<file path="src/rtl/ts_event_scheduler_pkg.sv">
`default_nettype none
// ============================================================================
// Module      : ts_pkg
// Description : Shared constants and FSM state encodings for the event
//               timestamper front-end scheduler.
// Revision    : 1.0 - initial release
// ============================================================================
package ts_pkg;

    localparam int TS_ID_W  = 4;
    localparam int TS_N_REQ = 4;

    typedef enum logic [0:0] {
        S_IDLE  = 1'b0,
        S_ISSUE = 1'b1
    } start_state_t;

    typedef enum logic [0:0] {
        E_IDLE  = 1'b0,
        E_ISSUE = 1'b1
    } end_state_t;

endpackage
`default_nettype wire

</file>
<file path="src/rtl/ts_event_scheduler_if.sv">
`default_nettype none
// ============================================================================
// Module      : ts_event_scheduler_if
// Description : Scheduler <-> timestamper link: start/end request channels
//               and the returning record channel.
// Revision    : 1.0 - initial release
// ============================================================================
interface ts_event_scheduler_if
    import ts_pkg::*;
#(
    parameter int ID_W = TS_ID_W
) ();

    logic            ts_start_valid;
    logic            ts_start_ready;
    logic [ID_W-1:0] ts_start_id;
    logic            ts_end_valid;
    logic            ts_end_ready;
    logic [ID_W-1:0] ts_end_id;
    logic            ts_out_valid;
    logic [ID_W-1:0] ts_out_id;

    // Scheduler side
    modport master (
        output ts_start_valid, ts_start_id,
        input  ts_start_ready,
        output ts_end_valid, ts_end_id,
        input  ts_end_ready,
        input  ts_out_valid, ts_out_id
    );

    // Timestamper side
    modport slave (
        input  ts_start_valid, ts_start_id,
        output ts_start_ready,
        input  ts_end_valid, ts_end_id,
        output ts_end_ready,
        output ts_out_valid, ts_out_id
    );

endinterface
`default_nettype wire

</file>
<file path="src/rtl/ts_event_scheduler_rr_arbiter.sv">
`default_nettype none
// ============================================================================
// Module      : rr_arbiter
// Description : Combinational round-robin arbiter; the first requester at or
//               after the pointer wins.
// Revision    : 1.0 - initial release
// ============================================================================
module rr_arbiter #(
    parameter int N  = 4,
    parameter int IW = (N > 1) ? $clog2(N) : 1
) (
    input  logic [N-1:0]  req,
    input  logic [IW-1:0] ptr,
    output logic [N-1:0]  gnt,
    output logic [IW-1:0] gnt_idx,
    output logic          gnt_vld
);

    logic [IW-1:0] w_pos;

    // Scan from the pointer around the ring and keep the first hit
    always_comb begin
        gnt     = '0;
        gnt_idx = '0;
        gnt_vld = 1'b0;
        w_pos   = '0;
        for (int k = 0; k < N; k++) begin
            w_pos = IW'((int'(ptr) + k) % N);
            if (!gnt_vld && req[w_pos]) begin
                gnt_vld    = 1'b1;
                gnt[w_pos] = 1'b1;
                gnt_idx    = w_pos;
            end
        end
    end

endmodule
`default_nettype wire

</file>
<file path="src/rtl/ts_event_scheduler.sv">
`default_nettype none
// ============================================================================
// Module      : ts_event_scheduler
// Description : Shares the timestamper start/end ports among N_REQ
//               requesters, allocates event IDs, checks end ownership and
//               routes returned records to their owners.
// Revision    : 1.0 - initial release
// ============================================================================
module ts_event_scheduler
    import ts_pkg::*;
#(
    parameter int N_REQ = TS_N_REQ,
    parameter int ID_W  = TS_ID_W
) (
    input  logic                  clk,
    input  logic                  rst,
    input  logic [N_REQ-1:0]      start_req,
    output logic [N_REQ-1:0]      start_gnt,
    output logic [ID_W-1:0]       start_gnt_id,
    input  logic [N_REQ-1:0]      end_req,
    input  logic [N_REQ*ID_W-1:0] end_req_id,
    output logic [N_REQ-1:0]      end_gnt,
    output logic [N_REQ-1:0]      end_err,
    ts_event_scheduler_if.master  ts,
    output logic [N_REQ-1:0]      rec_owner,
    output logic [ID_W:0]         inflight_cnt,
    output logic                  ids_full
);

    localparam int NUM_ID = 2 ** ID_W;
    localparam int RW     = $clog2(N_REQ);

    logic [NUM_ID-1:0] r_busy, w_busy_nxt;
    logic [RW-1:0]     r_owner [NUM_ID];
    logic [ID_W:0]     r_inflight;
    logic              r_ids_full;
    logic [ID_W-1:0]   w_free_id;

    start_state_t      r_s_state, w_s_state_nxt;
    logic [RW-1:0]     r_s_ptr, r_s_win;
    logic [N_REQ-1:0]  r_s_gnt_oh;
    logic [ID_W-1:0]   r_s_id;
    logic [N_REQ-1:0]  w_s_arb_gnt;
    logic [RW-1:0]     w_s_arb_idx;
    logic              w_s_arb_vld, w_s_load, w_s_hs;

    end_state_t        r_e_state, w_e_state_nxt;
    logic [RW-1:0]     r_e_ptr, r_e_win;
    logic [N_REQ-1:0]  r_e_gnt_oh, r_end_err;
    logic [ID_W-1:0]   r_e_id, w_e_req_id;
    logic [N_REQ-1:0]  w_e_arb_gnt;
    logic [RW-1:0]     w_e_arb_idx;
    logic              w_e_arb_vld, w_e_load, w_e_hs, w_e_reject, w_e_owned;
    logic [ID_W-1:0]   w_end_ids [N_REQ];

    function automatic logic [RW-1:0] f_ptr_next(input logic [RW-1:0] idx);
        return (idx == RW'(N_REQ - 1)) ? '0 : idx + 1'b1;
    endfunction

    generate
        for (genvar gi = 0; gi < N_REQ; gi++) begin : g_end_ids
            assign w_end_ids[gi] = end_req_id[gi*ID_W +: ID_W];
        end
    endgenerate

    rr_arbiter #(.N(N_REQ), .IW(RW)) u_start_arb (
        .req(start_req), .ptr(r_s_ptr),
        .gnt(w_s_arb_gnt), .gnt_idx(w_s_arb_idx), .gnt_vld(w_s_arb_vld)
    );

    rr_arbiter #(.N(N_REQ), .IW(RW)) u_end_arb (
        .req(end_req), .ptr(r_e_ptr),
        .gnt(w_e_arb_gnt), .gnt_idx(w_e_arb_idx), .gnt_vld(w_e_arb_vld)
    );

    // Lowest-index free ID (priority encoder over ~busy)
    always_comb begin
        w_free_id = '0;
        for (int i = NUM_ID - 1; i >= 0; i--) begin
            if (!r_busy[i]) w_free_id = ID_W'(i);
        end
    end

    // Start FSM: allocate in idle, hold the request until the handshake
    always_comb begin
        w_s_state_nxt     = r_s_state;
        w_s_load          = 1'b0;
        w_s_hs            = 1'b0;
        ts.ts_start_valid = 1'b0;
        start_gnt         = '0;
        case (r_s_state)
            S_IDLE: begin
                if (w_s_arb_vld && !r_ids_full) begin
                    w_s_load      = 1'b1;
                    w_s_state_nxt = S_ISSUE;
                end
            end
            S_ISSUE: begin
                ts.ts_start_valid = 1'b1;
                if (ts.ts_start_ready) begin
                    w_s_hs        = 1'b1;
                    start_gnt     = r_s_gnt_oh;
                    w_s_state_nxt = S_IDLE;
                end
            end
            default: w_s_state_nxt = S_IDLE;
        endcase
    end

    assign ts.ts_start_id = r_s_id;
    assign start_gnt_id   = r_s_id;

    // Start FSM state, winner/ID latch and pointer
    always_ff @(posedge clk or posedge rst) begin
        if (rst) begin
            r_s_state  <= S_IDLE;
            r_s_ptr    <= '0;
            r_s_win    <= '0;
            r_s_gnt_oh <= '0;
            r_s_id     <= '0;
        end else begin
            r_s_state <= w_s_state_nxt;
            if (w_s_load) begin
                r_s_win    <= w_s_arb_idx;
                r_s_gnt_oh <= w_s_arb_gnt;
                r_s_id     <= w_free_id;
            end
            if (w_s_hs) r_s_ptr <= f_ptr_next(r_s_win);
        end
    end

    // An end is only forwarded for an allocated ID owned by the requester
    assign w_e_req_id = w_end_ids[w_e_arb_idx];
    assign w_e_owned  = r_busy[w_e_req_id] && (r_owner[w_e_req_id] == w_e_arb_idx);

    // End FSM; the cycle an error pulse is visible is skipped so the
    // rejected requester has time to drop its request
    always_comb begin
        w_e_state_nxt   = r_e_state;
        w_e_load        = 1'b0;
        w_e_hs          = 1'b0;
        w_e_reject      = 1'b0;
        ts.ts_end_valid = 1'b0;
        end_gnt         = '0;
        case (r_e_state)
            E_IDLE: begin
                if (w_e_arb_vld && (r_end_err == '0)) begin
                    if (w_e_owned) begin
                        w_e_load      = 1'b1;
                        w_e_state_nxt = E_ISSUE;
                    end else begin
                        w_e_reject = 1'b1;
                    end
                end
            end
            E_ISSUE: begin
                ts.ts_end_valid = 1'b1;
                if (ts.ts_end_ready) begin
                    w_e_hs        = 1'b1;
                    end_gnt       = r_e_gnt_oh;
                    w_e_state_nxt = E_IDLE;
                end
            end
            default: w_e_state_nxt = E_IDLE;
        endcase
    end

    assign ts.ts_end_id = r_e_id;
    assign end_err      = r_end_err;

    // End FSM state, winner/ID latch, pointer and registered error pulse
    always_ff @(posedge clk or posedge rst) begin
        if (rst) begin
            r_e_state  <= E_IDLE;
            r_e_ptr    <= '0;
            r_e_win    <= '0;
            r_e_gnt_oh <= '0;
            r_e_id     <= '0;
            r_end_err  <= '0;
        end else begin
            r_e_state <= w_e_state_nxt;
            r_end_err <= w_e_reject ? w_e_arb_gnt : '0;
            if (w_e_load) begin
                r_e_win    <= w_e_arb_idx;
                r_e_gnt_oh <= w_e_arb_gnt;
                r_e_id     <= w_e_req_id;
            end
            if (w_e_reject) r_e_ptr <= f_ptr_next(w_e_arb_idx);
            else if (w_e_hs) r_e_ptr <= f_ptr_next(r_e_win);
        end
    end

    // Next bitmap: set on start handshake, clear on record return
    always_comb begin
        w_busy_nxt = r_busy;
        if (w_s_hs) w_busy_nxt[r_s_id] = 1'b1;
        if (ts.ts_out_valid) w_busy_nxt[ts.ts_out_id] = 1'b0;
    end

    // Allocation bitmap, owner table, in-flight counter and full flag
    always_ff @(posedge clk or posedge rst) begin
        if (rst) begin
            r_busy     <= '0;
            r_inflight <= '0;
            r_ids_full <= 1'b0;
            for (int i = 0; i < NUM_ID; i++) r_owner[i] <= '0;
        end else begin
            r_busy     <= w_busy_nxt;
            r_ids_full <= &w_busy_nxt;
            if (w_s_hs) r_owner[r_s_id] <= r_s_win;
            case ({w_s_hs, ts.ts_out_valid})
                2'b10:   r_inflight <= r_inflight + 1'b1;
                2'b01:   r_inflight <= r_inflight - 1'b1;
                default: r_inflight <= r_inflight;
            endcase
        end
    end

    // Owner lookup for the returning record
    always_comb begin
        rec_owner = '0;
        if (ts.ts_out_valid) rec_owner[r_owner[ts.ts_out_id]] = 1'b1;
    end

    assign inflight_cnt = r_inflight;
    assign ids_full     = r_ids_full;

    a_no_hs_release_same_id: assert property (@(posedge clk) disable iff (rst)
        !(w_s_hs && ts.ts_out_valid && (ts.ts_out_id == r_s_id)));

endmodule
`default_nettype wire

</file>
<file path="src/flat_wrapper.sv">
// flat-port wrapper written by rule: the top's interface ports become plain ports
module ts_event_scheduler_flat import ts_pkg::*;
#(
    parameter int N_REQ = TS_N_REQ,
    parameter int ID_W  = TS_ID_W
)
  (clk, rst, start_req, start_gnt, start_gnt_id, end_req, end_req_id, end_gnt, end_err, rec_owner, inflight_cnt, ids_full, ts_ts_start_valid, ts_ts_start_id, ts_ts_start_ready, ts_ts_end_valid, ts_ts_end_id, ts_ts_end_ready, ts_ts_out_valid, ts_ts_out_id);
  ts_event_scheduler_if #(.ID_W(ID_W)) ts_i ();
  input  logic clk;
  input  logic rst;
  input  logic [N_REQ-1:0] start_req;
  output logic [N_REQ-1:0] start_gnt;
  output logic [ID_W-1:0] start_gnt_id;
  input  logic [N_REQ-1:0] end_req;
  input  logic [N_REQ*ID_W-1:0] end_req_id;
  output logic [N_REQ-1:0] end_gnt;
  output logic [N_REQ-1:0] end_err;
  output logic [N_REQ-1:0] rec_owner;
  output logic [ID_W:0] inflight_cnt;
  output logic ids_full;
  output wire logic [$bits(ts_i.ts_start_valid)-1:0] ts_ts_start_valid;
  output wire logic [$bits(ts_i.ts_start_id)-1:0] ts_ts_start_id;
  input wire logic [$bits(ts_i.ts_start_ready)-1:0] ts_ts_start_ready;
  output wire logic [$bits(ts_i.ts_end_valid)-1:0] ts_ts_end_valid;
  output wire logic [$bits(ts_i.ts_end_id)-1:0] ts_ts_end_id;
  input wire logic [$bits(ts_i.ts_end_ready)-1:0] ts_ts_end_ready;
  input wire logic [$bits(ts_i.ts_out_valid)-1:0] ts_ts_out_valid;
  input wire logic [$bits(ts_i.ts_out_id)-1:0] ts_ts_out_id;
  assign ts_ts_start_valid = ts_i.ts_start_valid;
  assign ts_ts_start_id = ts_i.ts_start_id;
  assign ts_i.ts_start_ready = ts_ts_start_ready;
  assign ts_ts_end_valid = ts_i.ts_end_valid;
  assign ts_ts_end_id = ts_i.ts_end_id;
  assign ts_i.ts_end_ready = ts_ts_end_ready;
  assign ts_i.ts_out_valid = ts_ts_out_valid;
  assign ts_i.ts_out_id = ts_ts_out_id;
  ts_event_scheduler #(.N_REQ(N_REQ), .ID_W(ID_W)) u_core (.clk(clk), .rst(rst), .start_req(start_req), .start_gnt(start_gnt), .start_gnt_id(start_gnt_id), .end_req(end_req), .end_req_id(end_req_id), .end_gnt(end_gnt), .end_err(end_err), .ts(ts_i), .rec_owner(rec_owner), .inflight_cnt(inflight_cnt), .ids_full(ids_full));
endmodule
</file>
<file path="config.mk">
export PLATFORM = sky130hd
export DESIGN_NAME = ts_event_scheduler_flat
export DESIGN_NICKNAME = d
export VERILOG_FILES = /design/src/rtl/ts_event_scheduler_pkg.sv /design/src/rtl/ts_event_scheduler_if.sv /design/src/rtl/ts_event_scheduler_rr_arbiter.sv /design/src/rtl/ts_event_scheduler.sv /design/src/flat_wrapper.sv
export SDC_FILE = /design/constraint.sdc
export NUM_CORES = 1
export LEC_CHECK = 0
export ABC_AREA = 1
export ABC_CLOCK_PERIOD_IN_PS = 6600
export CORE_MARGIN = 2
export CORE_UTILIZATION = 35
export DETAILED_ROUTE_END_ITERATION = 6
export PLACE_DENSITY = 0.64
export RECOVER_POWER = 25
export SETUP_SLACK_MARGIN = 0.4
export SLEW_MARGIN = 10
export SYNTH_ARGS = -nofsm -noshare
export SYNTH_HDL_FRONTEND = slang
export SYNTH_SLANG_ARGS = --single-unit
</file>
<file path="constraint.sdc">
create_clock -name clk -period 6.6 [get_ports clk]
set_input_delay 0.66 -clock clk [delete_from_list [all_inputs] [get_ports clk]]
set_output_delay 0.66 -clock clk [all_outputs]
set_load 0.1 [all_outputs]
</file>
# Word-level counts from Yosys, hierarchy flattened

Cells that the tools add are included.

Register bits after elaboration: 84
Input bits: 33
Output and inout bits: 36
Logic and storage cells: 246

Add/sub/neg operators: 11
Order comparisons: 28
Equal/unequal tests: 6
Muxes and demuxes: 124
Bitwise operators: 15
Reductions and logical operators: 32

Operators by type and width:

| operator            | number |
|---|---|
| $mux 4              | 32 |
| $mux 1              | 44 |
| $mux 2              | 18 |
| $bwmux 32           | 1 |
| $mux 16             | 2 |
| $lt 2x3->1 const B  | 9 |
| $or 4x4->4          | 6 |
| $logic_and 1x1->1   | 21 |
| $demux 1 s2         | 9 |
| $ge 2x1->1 const B  | 9 |
| $and 16x16->16      | 1 |
| $bmux 1 s2          | 8 |
| $bmux 2 s4          | 2 |
| $not 16->16         | 1 |
| $or 16x16->16       | 1 |
| $reduce_and 16->1   | 1 |
| $ge 5x5->1 const B  | 3 |
| $lt 4x5->1 const B  | 3 |
| $not 4->5           | 3 |
| $add 2x1->2 const B | 5 |
| $pmux 5 s2          | 1 |
| $add 2x2->2 const B | 4 |
| $bmux 4 s2          | 1 |
| $demux 1 s4         | 2 |
| other kinds (16)    | 29 |

# Depth between registers and ports, before layout

Gate-level depths: netlist (run 1).

Word-level depth: 26
Gate-level depth with buffers: 25
Depth with buffers taken out: 24

# Modules after synthesis

From an unflattened synthesis (run 1), not the netlist that was laid out.

Cell total of the unflattened synthesis: 755
Area total of the unflattened synthesis: 5554.1 sq um

By module, submodules not included:

| module             | instances | cells an instance | area each (sq um) | sequential area each (sq um) |
|---|---|---|---|---|
| ts_event_scheduler | 1         | 607               | 4673.2            | 2102.0 |
| rr_arbiter         | 2         | 74                | 440.4             | 0.0 |

# Worst setup path before layout (run 1)

OpenSTA, ideal clock, no wires.

Kind: input-to-output
Start point: input port ts_ts_out_id[0]
End point: output port rec_owner[0]
Arrival time: 2885 ps
Required time: 5940 ps
Path slack: 3055 ps
Stages on the path: 9
Buffers on the path: 0
Path through: inv_1 > nand2_1 > clkinv_1 > a22oi_1 > nand2_1 > nand2_1 > nand4_1 > or2_2 > nor2_1

Word-level cells in the longest chain between the ends: 9
Elaborated cells between the ends (all ways): 10
Classes of those cells: order compare: 2; mux: 6; bitwise: 1; reduce/logical: 1

Ends and longest elaborated chain:

| what                                                           | RTL line                  | RTL |
|---|---|---|
| from (decl)                                                    | flat_wrapper.sv:28        | `input wire logic [$bits(ts_i.ts_out_id)-1:0] ts_ts_out_id;` |
| $not 4->5 (implied by the code) (*)                            | ts_event_scheduler.sv:222 | `if (ts.ts_out_valid) rec_owner[r_owner[ts.ts_out_id]] = 1'b1;` |
| $bmux 2 s4 (*)                                                 | ts_event_scheduler.sv:222 |  |
| $mux 2 (implied by the code) (*) (2 in a row)                  | ts_event_scheduler.sv:222 |  |
| $lt 2x3->1 (implied by the code) or $ge 2x1->1 (tied branches) | ts_event_scheduler.sv:222 |  |
| $logic_and 1x1->1 (implied by the code)                        | ts_event_scheduler.sv:222 |  |
| $mux 1 (implied by the code)                                   | ts_event_scheduler.sv:222 |  |
| $demux 1 s2 (*)                                                | --                        |  |
| $mux 4 (*)                                                     | ts_event_scheduler.sv:222 |  |
| to (decl)                                                      | flat_wrapper.sv:18        | `output logic [N_REQ-1:0] rec_owner;` |

Every way passes the cells marked *; elsewhere a longest branch is shown, timed or not. The select of a mux whose other input is x is not followed.

# Worst setup path after layout (run 1)

Start point: input port ts_ts_out_id[0]
End point: output port rec_owner[3]

The elaborated chain is that of the path after synthesis.

==> results of run 1 <==
-- kinds of logic (layout without fill, tap and decap cells) --
kind of cell / Yosys count / in the layout / synth area share (%)
compound gates: 145 / 145 / 16.27
xor+xnor: 3 / 3 / 0.4882
simple gates: 368 / 368 / 30.24
buf+inv: 124 / 189 / 10.09
flops: 84 / 84 / 39.05
fa+ha+maj: 16 / 16 / 3.859
-- final cells by class --
cell class	count	area (sq um)
clock buffers	11	252.7
inverters	104	391.6
fillers	1537	8622
repair buffers	69	688.2
well taps	188	235.2
clock inverters	5	60.06
multi-input cells	532	2738
flip-flops and latches	84	2102
-- Yosys cell counts, types with 8 or more instances --
cell,number
a22oi_1,19
nor2_1,52
a32oi_1,9
nand3_1,70
nand2_2,11
nand2_1,197
nand3_2,8
o21ai_1,11
a21oi_1,17
ha_1,15
o21ai_0,63
dfrtp_1,84
inv_1,97
nand4_1,14
-- path summary, 6_finish.rpt --
| path | from | endpoint | depth (start not counted) |
|---|---|---|---|
| hold reg to reg | u_core.inflight_cnt[4] | u_core.inflight_cnt[4] | 1 |
| max in group asynchronous | rst | u_core.r_owner[4] | 3 |
| hold / removal | u_core.inflight_cnt[4] | u_core.inflight_cnt[4] | 1 |
| setup reg to reg | u_core.r_e_ptr[0] | u_core.r_e_gnt_oh[0] | 22 |
| min in group asynchronous | rst | u_core.r_busy[7] | 3 |
| setup / recovery | ts_ts_out_id[0] | rec_owner[3] | 10 |
-- through the flow --
step                utilization [%]  hold WS, ps  worst slack (ps)  instance area, sq um
floorplan                         -        455.0              3055                  5383
global placement              40.79        468.1              2259                  6155
detailed placement            40.79        464.7              2221                  6155
CTS                           42.86        483.2              2208                  6467
global route                  42.86        509.3              1967                  6467
finish                        42.86        476.1              2170                  6467
-- cells in the final DEF, fill, tap and decap left out, types with 3 or more instances in the layout --
| cell type | count |
|---|---|
| nand2_1 | 197 |
| inv_1 | 96 |
| dfrtp_1 | 84 |
| nand3_1 | 70 |
| clkdlybuf4s50_1 | 66 |
| o21ai_0 | 63 |
| nor2_1 | 52 |
| a22oi_1 | 19 |
| a21oi_1 | 17 |
| ha_1 | 15 |
| nand4_1 | 14 |
| nand2_2 | 11 |
| o21ai_1 | 11 |
| a32oi_1 | 9 |
| clkbuf_16 | 9 |
| nand3_2 | 8 |
| inv_2 | 5 |
| a31oi_1 | 5 |
| o22ai_1 | 5 |
| nor4_1 | 4 |
| nor3_1 | 4 |
| nor2_2 | 3 |
| o211ai_1 | 3 |
| o221ai_1 | 3 |
-- flip-flops by register name, summed over array words and instances (netlist names) --
name	cells
u_core.end_err	4
u_core.r_e_gnt_oh	4
u_core.r_e_state	1
u_core.r_s_ptr	2
u_core.r_s_gnt_oh	4
u_core.r_s_state	1
u_core.r_owner	32
u_core.r_s_win	2
u_core.r_e_ptr	2
u_core.start_gnt_id	4
u_core.ts.ts_end_id	4
u_core.r_e_win	2
u_core.r_busy	16
u_core.inflight_cnt	5
u_core.ids_full	1
-- per-layer routing --
metal	global-route usage [%]	vias up	wire (um)
met4	4.460	0	194
li1	-	2582	-
met5	0	-	0
met1	26.77	2372	6959
met2	30.04	193	6785
met3	4.800	13	1071
==> impl_results.md, run 1 <==
- Fin cells: 993
- Syn. warnings: 0
- Crit path buffers/inverters: 3
- Number of antenna-violating nets in the routed design: 0
- Io pins: 69
- GRT Total Usage: 19.17%
- Post-layout min period: 4430 ps
- Vias in the first global route: 4761
- Sequential area share after synthesis: 39.05%
- Via count: 5160
- Post-CTS Setup Bufs: 0
- CP endpoint kind: primary output
- Net Count, Synth: 789
- Slowest stage delay, CP: 1140 ps
- Layout cells sized above 1: 6.460%
- DR iter-0 viols: 603
- Largest net degree at the start of global routing: 85
- Placed instance count: 977
- Global route overflow: 0
- Post-synth top area cell: dfrtp_1
- Die area: 16390 sq um
- Status: finished, final reports clean
- Post-synth top area share: 39.05%
- Worst clock skew: 6.832 ps
- Post-cts repair resize count: 0
- Cell Rows: 45
- Worst-Margin Slew: 1079 ps
- Initial Util: 35.67%
- Critical Path, Cell by Cell: clkdlybuf4s50_1, inv_1, nor2_1, a22oi_1, o221ai_1, nand2_1, nand4_1, nand2_1, nor2_1, clkdlybuf4s50_1
- Chip height: 128.0 um
- Register-to-Register Setup Slack: 2430 ps
- Worst EP arrival: 3770 ps
- WL per Instance: 15.11 um
- FMAX: 225.7 MHz
- CTS tree: done
- CTS Hold Bufs: 0
- Nets@finish: 849
- CTS Buf Count: 9
- Final setup vio count: 0
- Die width: 128.0 um
- Worst-skew pair later-pin latency: 350 ps
- Hold Fails Final Rpt: 0
- WS Path Type: in -> out
- FF+latch count, synth: 84
- Fin. max-slew vios: 0
- Initial antenna violation count: 0
- Synthesized area per cell: 7.274 sq um
- Final wirelength: 15010 um
- # port buffers: 68
- Ys async rst share: 100.0%
- HPWL after DPL: 10950 um
- Critical path's top delay family: buffers and inverters
- Global-route wire length before repair: 24960 um
- Worst-path clk slew: 60 ps
- Synth-to-Final Area Change: 20.15%
- EDFF count, synth: 0
- Slew headroom: 28.04%
- Vias per inst: 5.196
- Fin Setup TNS: 0 ps
- CTS Buffer Depth: 2
- Unique masters post-synth: 41
- Drc violations: 0
- Max Cap Violations: 0
- Worst path required time: 5940 ps
- Clk sinks: 84
- Cells after Synth: 740
- HP Class: reg -> reg
- First-pass DRT Iterations: 5
- Fin crit share: 67.12%
- Antenna diode count: 0
- Gpl congestion: 0.9291
- Top cells by area, synth: dfrtp_1, nand2_1, inv_1
- Core Box Area: 15090 sq um
- CP max-delay cell: clkdlybuf4s50_1
- Crit start category: input port
- Htree depth: 3
- CP Max Fanout: 12
- Root buffer cell: clkbuf_16
- Netlist Area Pre-Place: 5383 sq um
- Predominant post-synthesis flop cell: dfrtp_1
- Unrepaired setup endpoints after global routing: no
Power of run 1 is left out: the tool's default activity adds up to more than one toggle a clock period on the data nets, which glitch-free logic cannot reach.
==> run 2, diff against run 1 <==
Settings changed: ABC_CLOCK_PERIOD_IN_PS 6600 to 3650, PLACE_DENSITY 0.64 to 0.66.
Clock period 6.6 ns to 3.65 ns, I/O delays scaled along.
==> impl_results.md, run 2 (synthesis gave the netlist of run 1 again) <==
- Hold Fails Final Rpt: 0 (unchanged)
- CP endpoint kind: flop
- Critical path's top delay family: simple AND/OR/NAND/NOR gates
- Fin crit share: 85.73%
- Nets@finish: 890 (+4.8%)
- Failing checks: capacitance limit, slew limit
- Post-layout min period: 3129 ps
- HPWL after DPL: 11580 um (+5.8%)
- Io pins: 69 (unchanged)
- Slowest stage delay, CP: 390 ps (-750 ps)
- Post-DP Area: 6310 sq um (+2.5%)
- Reg-to-reg startpoint: u_core.r_e_ptr[0]
- Worst-skew pair later-pin latency: 360 ps (about the same)
- Worst path required time: 3880 ps (-2060 ps)
- HP Class: reg -> reg
- First-pass DRT Iterations: 6 (+1)
- Global route overflow: 0 (unchanged)
- Largest net degree at the start of global routing: 44 (-48%)
- Critical Path, Cell by Cell: inv_2, ha_4, inv_2, nand3_1, nand2_2, nand3_2, nor2_4, nor2_2, nor2_4, nand3_4, nand2_4, nand2_1, nand3_1, nand3_1, nand3_2, nand2_1, nand2_2, nand2_2, nor2_4, buf_12, nand3_4, nand2_1, o21ai_1
- CTS Buffer Depth: 2 (unchanged)
- Max Cap Violations: 1 (+1)
- Synth-to-Final Area Change: 31.22%
- Initial antenna violation count: 0 (unchanged)
- Layout cells sized above 1: 15.48% (+9.0 points)
- Antenna diode count: 0 (unchanged)
- Status: finished, violations left
- Unrepaired setup endpoints after global routing: yes
- # fillers: 1514 (-1.5%)
- Vias per inst: 5.378 (+3.5%)
- GRT Total Usage: 20.03% (+0.86 points)
- Final setup vio count: 0 (unchanged)
- Root buffer cell: clkbuf_16
- Cell Rows: 45 (unchanged)
- FMAX: 319.6 MHz
- Worst-path clk slew: 60 ps (about the same)
- Fin cells: 1034 (+4.1%)
- RR Endpoint: u_core.r_e_gnt_oh[3]
- WS Path Type: reg -> reg
- Post-layout util: 46.81% (+3.9 points)
- Setup crit start: u_core.r_e_ptr[0]
- Crit start category: flop
- WL per Instance: 15.86 um (+4.9%)
- DR iter-0 viols: 598 (-0.83%)
- Initial Util: 35.67% (unchanged)
- Drc violations: 0 (unchanged)
- Worst clock skew: 9.440 ps (+2.608 ps)
- Worst-Margin Slew: 1961 ps (+882.1 ps)
- Most frequent cells in the layout: nand2_1, inv_1, dfrtp_1, o21ai_0, nand3_1
- Die width: 128.0 um (unchanged)
- Fin. max-slew vios: 44 (+44)
- Worst hold margin: 472.0 ps (-4.144 ps)
- Number of antenna-violating nets in the routed design: 0 (unchanged)
- Gpl congestion: 0.9197 (-1.0%)
- Core Box Area: 15090 sq um (unchanged)
- # port buffers: 68 (unchanged)
- Worst EP arrival: 3360 ps (-410 ps)
- Chip height: 128.0 um (unchanged)
- Clk sinks: 84 (unchanged)
- Register-to-Register Setup Slack: 520 ps (-1910 ps)
- Max reg flops: 32 (unchanged)
- Largest reg by FF count: u_core.r_owner
- Global-route wire length before repair: 26010 um (+4.2%)
- CP Max Fanout: 7 (-5)
- Htree depth: 3 (unchanged)
- Setup crit end: u_core.r_e_gnt_oh[3]
- CTS tree: done
- CP max-delay cell: dfrtp_1
- Via count: 5561 (+7.8%)
- CTS Buf Count: 9 (unchanged)
- Leading cell type in the layout, fill and taps excluded: nand2_1
- Placed instance count: 995 (+1.8%)
- Die area: 16390 sq um (unchanged)
- Slew headroom: -31.48% (-60 points)
- Crit path buffers/inverters: 3 (unchanged)
- Design area: 7063 sq um (+9.2%)
- Critical path depth in cells: 23 (+13)
- FF-to-FF path depth: 23 (+4.5%)
- Final wirelength: 16400 um (+9.3%)
- Vias in the first global route: 5096 (+7.0%)
==> run 2: cell count changes in the layout (fill, tap and decap cells not counted), moves of 3 or more <==
cell	change
nand3_1	-9
nand3_4	+8
buf_4	+35
inv_1	-4
nand2_2	+9
inv_2	+3
nor2_4	+3
clkdlybuf4s50_1	-12
nand3_2	+4
nand2_4	+6
buf_6	+3
nand2_1	-11
buf_12	+5
==> run 2: metal layers <==
layer / up-vias / part of all wire, % / track usage, %
li1: 2683 / - / -
met1: 2628 / 45 / 28.00
met2: 226 / 47 / 31.80
met3: 24 / 6.8 / 4.132
met4: 0 / 1.4 / 5.107
met5: - / 0 / 0
==> run 2: area by class of cell <==
cell class	instances	area, sq um	area share (%)
Multi-Input combinational cell	540	3028	42.87
Tap cell	188	235.2	3.330
Clock buffer	9	225.2	3.189
Sequential cell	84	2102	29.76
Clock inverter	7	106.4	1.506
Timing Repair Buffer	102	972.2	13.76
Inverter	104	394.1	5.580
==> run 2: how the worst min path moves through the flow <==
stage / start / end / slack (ps) / depth (start not counted)
floorplan: ts_ts_end_ready / u_core.r_e_state / 450 / 1
global placement: u_core.inflight_cnt[4] / u_core.inflight_cnt[4] / 470 / 1
detailed placement: u_core.inflight_cnt[4] / u_core.inflight_cnt[4] / 460 / 1
CTS: u_core.inflight_cnt[4] / u_core.inflight_cnt[4] / 480 / 1
global route: u_core.inflight_cnt[4] / u_core.inflight_cnt[4] / 500 / 1
finish: u_core.inflight_cnt[4] / u_core.inflight_cnt[4] / 470 / 1
==> run 2: timing repair <==
action,4_1_cts,5_1_grt
setup buffers,0,15
cloned,2,6
resized for setup,14,39
pin swaps,3,21
setup endpoints to repair,17,17
hold buffers,0,0
==> run 2: through the flow <==
stage	TNS, ps	worst slack [ps]
floorplan	0	484.5
global placement	0	14.94
detailed placement	-63.36	-26.39
CTS	0	405.1
global route	0	327.0
finish	0	521.0
Power of run 2 is left out for the same reason.
==> run 3, diff against run 2 <==
Settings changed: ABC_CLOCK_PERIOD_IN_PS 3650 to 2800.
Clock period 3.65 ns to 2.8 ns, I/O delays scaled along.
==> impl_results.md, run 3 (synthesis gave the netlist of run 1 again) <==
- Worst-path clk slew: 60 ps (about the same)
- CTS Buffer Depth: 2 (unchanged)
- Hold Path Origin: u_core.inflight_cnt[4]
- GRT Total Usage: 20.30% (+0.27 points)
- Htree depth: 3 (unchanged)
- Layout cells sized above 1: 27.18% (+12 points)
- Drc violations: 0 (unchanged)
- WS Path Type: reg -> reg
- Final setup vio count: 17 (+17)
- Gpl congestion: 0.9257 (+0.65%)
- Post-layout min period: 3133 ps (+3.692 ps)
- # port buffers: 68 (unchanged)
- Crit start category: flop
- Leading cell type in the layout, fill and taps excluded: nand2_1
- Initial Util: 35.67% (unchanged)
- DR iter-0 viols: 529 (-12%)
- # fillers: 1487 (-1.8%)
- Status: finished, violations left
- Slew headroom: 38.37% (+70 points)
- HP Class: reg -> reg
- Unrepaired setup endpoints after global routing: yes
- Failing checks: setup timing
- Core Box Area: 15090 sq um (unchanged)
- Hold EP: u_core.inflight_cnt[4]
- Hold Fails Final Rpt: 0 (unchanged)
- Max Cap Violations: 0 (-1)
- CP Max Fanout: 10 (+3)
- CTS Buf Count: 9 (unchanged)
- Worst-skew pair later-pin latency: 350 ps (about the same)
- First-pass DRT Iterations: 5 (-1)
- Antenna diode count: 0 (unchanged)
- CP endpoint kind: flop
- WL per Instance: 15.42 um (-2.8%)
- Fin. max-slew vios: 0 (-100%)
- Max reg flops: 32 (unchanged)
- Post-layout util: 49.47% (+2.7 points)
- Global-route wire length before repair: 26390 um (+1.4%)
- CTS tree: done
- HPWL after DPL: 11630 um (+0.42%)
- Synth-to-Final Area Change: 38.68%
- Cell Rows: 45 (unchanged)
- Via count: 5537 (-0.43%)
- Clk sinks: 84 (unchanged)
- WHS Path Cells: 1 (unchanged)
- Die area: 16390 sq um (unchanged)
- Register-to-Register Setup Slack: -330 ps (-850 ps)
- Most frequent cells in the layout: nand2_1, inv_1, buf_4, dfrtp_1, o21ai_0
- Root buffer cell: clkbuf_16
- Worst path required time: 3020 ps (-860 ps)
- FMAX: 319.2 MHz (-0.12%)
- Largest reg by FF count: u_core.r_owner
- Io pins: 69 (unchanged)
- CTS Hold Bufs: 0 (unchanged)
- Worst clock skew: 8.706 ps (-0.7335 ps)
- Chip height: 128.0 um (unchanged)
- Initial antenna violation count: 0 (unchanged)
- Setup crit start: u_core.r_e_ptr[0]
- Number of antenna-violating nets in the routed design: 0 (unchanged)
- Largest net degree at the start of global routing: 38 (-14%)
- FF-to-FF path depth: 23 (unchanged)
- Reg-to-reg startpoint: u_core.r_e_ptr[0]
- Global route overflow: 0 (unchanged)
- Vias in the first global route: 5426 (+6.5%)
- Fin crit share: 111.9% (+26 points)
- Worst-Margin Slew: 924.4 ps (-1037 ps)
- RR Endpoint: u_core.r_e_gnt_oh[3]
- Nets@finish: 916 (+2.9%)
- Vias per inst: 5.224 (-2.9%)
- PnR worst setup slack: -332.7 ps (-853.7 ps)
- Worst EP arrival: 3350 ps (about the same)
- Die width: 128.0 um (unchanged)
- Final wirelength: 16350 um (-0.30%)
==> run 3: cell type report <==
| type | count | area [sq um] | share of cell area (%) |
|---|---|---|---|
| clock inverters | 3 | 43.79 | 0.5867 |
| well taps | 188 | 235.2 | 3.151 |
| multi-input cells | 535 | 3173 | 42.51 |
| inverters | 104 | 409.1 | 5.481 |
| repair buffers | 133 | 1226 | 16.43 |
| clock buffers | 13 | 270.3 | 3.621 |
| flip-flops and latches | 84 | 2107 | 28.23 |
==> run 3: worst max-delay path, stage by stage (launching register included) <==
cell	delay [ps]
dfrtp_2	400
inv_4	50
ha_4	310
inv_4	60
nand2_4	60
nand2_4	60
nor2_4	160
nand3_2	120
buf_4	190
nand4_1	130
nand3_4	220
nand2_4	190
nand2_1	80
nand3_2	70
nand3_2	70
nand3_2	90
nand2_1	70
nand2_2	80
nand2_2	70
nor2_4	140
nand3_4	110
clkbuf_16	180
nand2_1	50
o21ai_1	50
==> run 3: how the worst max path moves through the flow <==
| stage | endpoint | slack (ps) |
|---|---|---|
| 6_report | u_core.r_e_gnt_oh[3] | -330 |
| 5_1_grt | u_core.r_e_gnt_oh[3] | -500 |
| 4_1_cts | u_core.r_e_gnt_oh[0] | -210 |
| 3_5_place_dp | u_core.r_e_gnt_oh[0] | -440 |
| 3_3_place_gp | u_core.r_e_gnt_oh[0] | -400 |
| 2_1_floorplan | u_core.ts.ts_end_id[0] | -120 |
==> run 3: metal layers <==
layer  part of all wire, %  GRT usage, %
met5                     0             0
met1                    42         25.94
met3                   6.6         4.215
met4                   2.7         7.369
met2                    49         34.04
==> run 3: through the flow <==
step / hold slack, ps / instances / cell area (sq um) / worst slack [ps] / TNS [ps]
floorplan: 360.6 / 740 / 5475 / -119.6 / -1092
detailed placement: 470.8 / 1027 / 6640 / -438.4 / -6449
global placement: 467.9 / 1027 / 6640 / -401.2 / -5820
global route: 493.4 / 1060 / 7465 / -501.4 / -7749
CTS: 302.6 / 1052 / 7146 / -207.9 / -2620
finish: 474.1 / 1060 / 7465 / -332.7 / -4591
==> run 3: repair_timing <==
action	CTS	global route
setup buffers	7	5
endpoints found under the setup margin	21	33
pin swaps	11	20
resized for setup	30	68
gates cloned	2	3
Power of run 3 is left out for the same reason.
